==> src/rtl/add_rr_sched.sv <==
// add_rr_sched
//   Round-robin front end for a shared combinational adder. Two requesters
//   present operand pairs. One transaction is in flight at a time:
//   accept (IDLE) -> adder settles (ISSUE) -> hold result until taken (RESP).
//
// Ports
//   clk, rst                  clock, synchronous active-high reset
//   reqN_valid/ready/a/b      requester N operand pair handshake (N = 0, 1)
//   add_a, add_b              registered operands driven to the external adder
//   add_sum, add_cout         adder result returned combinationally
//   rsp_valid/ready           result handshake toward the consumer
//   rsp_id                    requester that owns the result
//   rsp_sum                   {add_cout, add_sum}, ADD_WIDTH+1 bits
//   op_cnt                    completed responses, wraps at 256
module add_rr_sched #(
  parameter int ADD_WIDTH = 4
) (
  input  logic                 clk,
  input  logic                 rst,
  input  logic                 req0_valid,
  output logic                 req0_ready,
  input  logic [ADD_WIDTH-1:0] req0_a,
  input  logic [ADD_WIDTH-1:0] req0_b,
  input  logic                 req1_valid,
  output logic                 req1_ready,
  input  logic [ADD_WIDTH-1:0] req1_a,
  input  logic [ADD_WIDTH-1:0] req1_b,
  output logic [ADD_WIDTH-1:0] add_a,
  output logic [ADD_WIDTH-1:0] add_b,
  input  logic [ADD_WIDTH-1:0] add_sum,
  input  logic                 add_cout,
  output logic                 rsp_valid,
  input  logic                 rsp_ready,
  output logic                 rsp_id,
  output logic [ADD_WIDTH:0]   rsp_sum,
  output logic [7:0]           op_cnt
);

  typedef enum logic [1:0] {IDLE, ISSUE, RESP} state_t;

  typedef struct packed {
    logic [ADD_WIDTH-1:0] a;
    logic [ADD_WIDTH-1:0] b;
  } opnd_t;

  state_t state;
  logic   rr_ptr;
  logic   grant;
  logic   accept;
  opnd_t  sel;

  // A lone requester always wins; rr_ptr only breaks ties. Recomputed every
  // cycle, so a requester that drops valid loses nothing it had claimed.
  always_comb begin
    grant = rr_ptr;
    if (req0_valid && !req1_valid)      grant = 1'b0;
    else if (req1_valid && !req0_valid) grant = 1'b1;
  end

  assign req0_ready = !rst && (state == IDLE) && req0_valid && !grant;
  assign req1_ready = !rst && (state == IDLE) && req1_valid &&  grant;
  assign accept     = req0_ready || req1_ready;
  assign sel        = grant ? opnd_t'{req1_a, req1_b} : opnd_t'{req0_a, req0_b};

  always_ff @(posedge clk) begin
    if (rst) begin
      state     <= IDLE;
      rr_ptr    <= 1'b0;
      rsp_valid <= 1'b0;
      rsp_id    <= 1'b0;
      rsp_sum   <= '0;
      add_a     <= '0;
      add_b     <= '0;
      op_cnt    <= '0;
    end else begin
      case (state)
        IDLE: begin
          if (accept) begin
            add_a  <= sel.a;
            add_b  <= sel.b;
            rsp_id <= grant;
            rr_ptr <= ~grant;
            state  <= ISSUE;
          end
        end
        // add_a/add_b have been stable for a full cycle; adder output is valid.
        ISSUE: begin
          rsp_sum   <= {add_cout, add_sum};
          rsp_valid <= 1'b1;
          state     <= RESP;
        end
        RESP: begin
          if (rsp_ready) begin
            rsp_valid <= 1'b0;
            op_cnt    <= op_cnt + 8'd1;
            state     <= IDLE;
          end
        end
        default: state <= IDLE;
      endcase
    end
  end

endmodule

==> config.mk <==
export PLATFORM = sky130hd
export DESIGN_NAME = add_rr_sched
export DESIGN_NICKNAME = d
export VERILOG_FILES = /design/src/rtl/add_rr_sched.sv
export SDC_FILE = /design/constraint.sdc
export NUM_CORES = 1
export LEC_CHECK = 0
export CAP_MARGIN = 20
export CORE_MARGIN = 2
export CORE_UTILIZATION = 40
export DETAILED_ROUTE_END_ITERATION = 10
export DONT_BUFFER_PORTS = 1
export PLACE_DENSITY = 0.56
export SLEW_MARGIN = 20
export SYNTH_ARGS = -nofsm -noshare
export SYNTH_HDL_FRONTEND = slang
export SYNTH_SLANG_ARGS = --single-unit
==> constraint.sdc <==
create_clock -name clk -period 1.85 [get_ports clk]
set_input_delay 0.2775 -clock clk [delete_from_list [all_inputs] [get_ports clk]]
set_output_delay 0.2775 -clock clk [all_outputs]
set_load 0.005 [all_outputs]
Word level (Yosys, flattened, before mapping)
Cells that the tools add are included.
- register bits after elaboration: 26
- input bits: 26
- output and inout port bits: 25
- word-level logic and storage cells: 40
- add/sub/neg operators: 1
- equality and inequality tests: 4
- multiplexer cells: 8
- bitwise operators: 1
- reductions and logical operators: 18
- operators with widths (kind ; count):
    adder 8 x 1 -> 8 bit, second input constant ; 1
    2-to-1 mux 8 bit ; 1
    AND reduction 2 bit ; 4
    logical AND 1 bit ; 7
    one-hot mux 2 bit (3 select lines) ; 1
    zero test 1 bit ; 4
    2-to-1 mux 2 bit ; 2
    != test 2 bit, second input constant ; 2
    2-to-1 mux 1 bit ; 3
    == test 2 x 1 -> 1 bit, second input constant ; 1
    == test 2 bit, second input constant ; 1
    zero test 2 bit ; 1
    one-hot mux 1 bit (2 select lines) ; 1
    nonzero test 2 bit ; 1
    logical OR 1 bit ; 1
    inverter 1 bit ; 1

Logic depth before layout (Yosys ltp)
- depth in word-level cells: 9
- gate-level depth with buffers: 5
- depth with buffers taken out: 4

Worst setup path after synthesis
Ideal clock, no wire load.
- path kind: flip-flop to flip-flop
- start: register op_cnt[0]
- end: register op_cnt[6]
- setup time: 0.071 ns
- arrival: 1.218 ns
- required time: 1.779 ns
- slack: 0.561 ns
- cell stages (with the launch flop): 5
- path buffers: 0
- period minus slack after synthesis: 1.289 ns
- cell sequence: dfxtp_1 > ha_1 > inv_1 > or4_1 > a21oi_1
- cells in the longest elaborated chain, start to end: 1
- ends and longest elaborated chain (item ; line ; RTL):
    start, declared ; 36 ; output logic [7:0] op_cnt
    start signal, assigned ; 95 ; op_cnt <= op_cnt + 8'd1;
    adder 8 x 1 -> 8 bit ; 95 ;
Every way passes these cells.
A chain may end at the register's enable or synchronous reset.

Worst setup path in the final report
- start: register state[1]
- end: output req1_ready
- cells in the longest elaborated chain, start to end: 4
- ends and longest elaborated chain (item ; line ; RTL):
    start, declared ; 46 ; state_t state;
    start signal, assigned ; 67 ; state <= IDLE;
    start signal, assigned ; 83 ; state <= ISSUE;
    start signal, assigned ; 90 ; state <= RESP;
    zero test 2 bit ; 61 ; assign req1_ready = !rst && (state == IDLE) && req1_valid && grant;
    logical AND 1 bit (3 in a row) ; 61 ;
    end, declared ; 25 ; output logic req1_ready,
Every way passes these cells.

==> impl_metrics.py <==
metrics = {
    "worst_setup_path": {
        "crit_arrival_ns": 1.33,
        "cp-start-kind": "register",
        "crit_path_end_kind": "output pin",
        "required_ns": 1.57,
        "cp_max_fo": 10,
        "criticalPathCategory": "register to output pin",
    },
    "synthesis": {
        "synth_fa_ha_area_share_pct": 1.12,
        "synthSimpleGateAreaFrac_pct": 18.1,
        "synth-seq-area-share_pct": 46.5,
        "synth_compound_area_share_pct": 21.8,
        "synth_edf_count": 0,
        "synth_top_family_by_area": "compound AO/OA/AOI/OAI gates",
        "synth.avg_cell_area_um2": 9.40,
        "synth_cells": 119,
        "synth-xor-area-share_pct": 0.783,
        "ys.flop_type": "dfxtp_1",
        "yosys_warnings": 0,
        "syn_nets": 146,
        "synthMuxAreaShare_pct": 5.37,
        "async_flop_share_pct": 0,
        "synth-seq-cells": 26,
        "yosysUniqueCellTypes": 30,
        "syn_area_um2": 1120,
    },
    "final_layout": {
        "antennaDiodeCount": 0,
        "layout-drive-gt1-share_pct": 10.1,
        "layout.nets": 147,
        "n_fill_cell": 275,
        "regArea_um2": 520,
        "synthToLayoutAreaGrowth_pct": 8.73,
        "multi_input_area_um2": 536,
    },
    "global_routing": {
        "grt_max_degree": 16,
        "grt_pass1_vias": 833,
        "grt_pass1_wl_um": 3820,
        "grt_overflow": 0,
        "grt_usage_pct": 15.4,
        "grt_antenna_before_repair": 0,
    },
    "route": {
        "first_pass_iters": 4,
        "vias_per_cell": 5.87,
        "first_iter_violations": 46,
        "vias": 880,
        "final_antenna_net_count": 0,
        "drc": 0,
        "drt_wl_total_um": 2340,
        "wl_per_cell_um": 15.6,
    },
    "pwr": {
        "powerDensity_nw_per_um2": 933,
        "p_seq_share_pct": 55.6,
        "intPower_w": 0.000875,
        "pwr-share-comb_pct": 10.3,
        "irDropWorstVdd_mv": 0.567,
        "swShare_pct": 22.9,
        "power.share.clock_pct": 34.1,
        "p_leak_nw": 0.436,
        "p_sw_w": 0.000260,
    },
    "cts": {
        "cts.clk_slew.worst_paths_ns": 0.14,
        "cts_root_buf": "clkbuf_4",
        "cts_buffers": 3,
        "clock_latency_ns": 0.32,
        "htree_num_levels": 1,
        "cts_sinks": 26,
        "cts_tree": "done",
        "post-cts-setup-buffers": 0,
        "clock_path_buffers": 2,
    },
    "placement": {
        "portBuffers": 0,
        "dp_hpwl_um": 1630,
        "gp_congestion": 0.673,
    },
    "sta": {
        "fin_crit_sh_pct": 86.9,
        "finalMaxSlewViolations": 0,
        "skew_ns": 0.00716,
        "tightestPinTransition_ns": 0.541,
        "setup_viol": 0,
        "period_needed_ns": 1.61,
        "final_hold_viol_count": 0,
        "relSlewSlack_pct": 63.8,
        "rsz0062_at_grt": "false",
        "whs_ns": 0.0594,
        "fmax_ghz": 0.622,
        "tns_ns": 0,
    },
    "job": {
        "cap_viol_max_count": 0,
    },
    "floorplanning": {
        "coreArea_um2": 2710,
        "die_h_um": 56.9,
        "fp.dieW_um": 56.9,
        "rows": 19,
        "io_pins": 51,
        "dieArea_um2": 3240,
        "start_util_pct": 41.3,
    },
    "status": {
        "status": "finished clean",
    },
    "worst_hold_path": {
        "min_path_type": "input port to register",
    },
}
worst max-delay path, stage by stage, from the launching register on:
cell     delay, ns
dfxtp_1       0.43
nor3_2        0.23
and3_2        0.35
routing by layer:
| layer | routed length [µm] | GRT usage, % | up-vias | share of wire [%] |
|---|---|---|---|---|
| met5 | 0 | 0 | - | 0 |
| met3 | 244 | 5.76 | 4 | 10 |
| li1 | - | - | 432 | - |
| met2 | 1090 | 23.6 | 41 | 46 |
| met4 | 26 | 5.98 | 0 | 1.1 |
| met1 | 986 | 19.4 | 403 | 42 |
synth_stat cells (2+ instances only):
cell	count	area [µm²]
a211oi_1	8	60.1
nor2_1	10	37.5
and3_1	2	12.5
or4_1	3	22.5
o21ai_0	3	15.0
nand2_1	4	15.0
or3_1	3	18.8
buf_2	5	25.0
a221o_1	8	80.1
mux2i_1	6	60.1
dfxtp_1	26	521
nand3_1	2	10.0
a21oi_1	8	40.0
inv_1	9	33.8
o31ai_1	3	22.5
clkbuf_1	3	11.3
nor2b_1	2	12.5
nor3_1	2	10.0
layout make-up:
class,instances,share of cell area [%]
sequential,26,42.8
multi-input combinational,76,44.0
clock inverter,1,2.47
timing repair buffer,4,2.88
clock buffer,3,1.85
inverter,9,2.78
tap,31,3.19
power by group through the flow:
stage               Clock (W)  Sequential (W)  Combinational, W
floorplan                   0        0.000636         0.0000983
global placement            0        0.000643          0.000104
detailed placement          0        0.000643          0.000109
CTS                  0.000404        0.000632          0.000116
global route         0.000432        0.000638          0.000133
finish               0.000387        0.000631          0.000116
repair_timing:
item,CTS,global route
endpoints found under the hold margin,15,1
resized for setup,0,3
endpoints found under the setup margin,0,2
hold buffers,1,1
cell families (layout without fill, tap and decap cells):
family,Yosys count,in the layout
adder cells (fa/ha/maj),1,1
AO/OA/AOI/OAI,33,33
XOR/XNOR,1,1
flip-flops,26,26
buffers and inverters,17,17
multiplexers,6,6
AND/OR/NAND/NOR,35,35
layout by cell type (no fill, tap or decap), types with 2 or more instances in the layout:
cell	n
clkbuf_4	3
mux2i_1	6
nor2_1	10
nor2b_1	2
buf_4	2
or4_1	3
dfxtp_1	26
a211oi_1	8
dlygate4sd3_1	2
nand3_1	2
and3_2	2
a221o_1	8
o21ai_0	3
inv_1	9
nand2_1	4
or3_1	3
o31ai_1	3
a21oi_1	8
through the flow:
step / total power, W / cell area, µm² / setup slack (ns) / util [%] / std cells
after global routing: 0.00120 / 1220 / 0.103 / 44.9 / 150
after CTS: 0.00115 / 1200 / 0.0449 / 44.2 / 149
final: 0.00114 / 1220 / 0.243 / 44.9 / 150
after global placement: 0.000747 / 1140 / 0.477 / 41.9 / 144
after floorplan: 0.000734 / 1120 / 0.561 / - / 119
after detailed placement: 0.000752 / 1140 / 0.426 / 41.9 / 144
registers in the layout, indices dropped and copies added (netlist names):
name and cells:
add_a 4, add_b 4, op_cnt 8, rr_ptr 1
rsp_id 1, rsp_sum 5, rsp_valid 1, state 2
final timing paths:
path,cells after the start,slack [ns],to,startpoint
setup / recovery,2,0.24,req1_ready,state[1]
hold / removal,1,0.06,rr_ptr,req1_valid
setup reg to reg,3,0.42,op_cnt[5],state[1]
hold reg to reg,2,0.51,op_cnt[7],op_cnt[7]
Power figures use the tool's default switching activity.
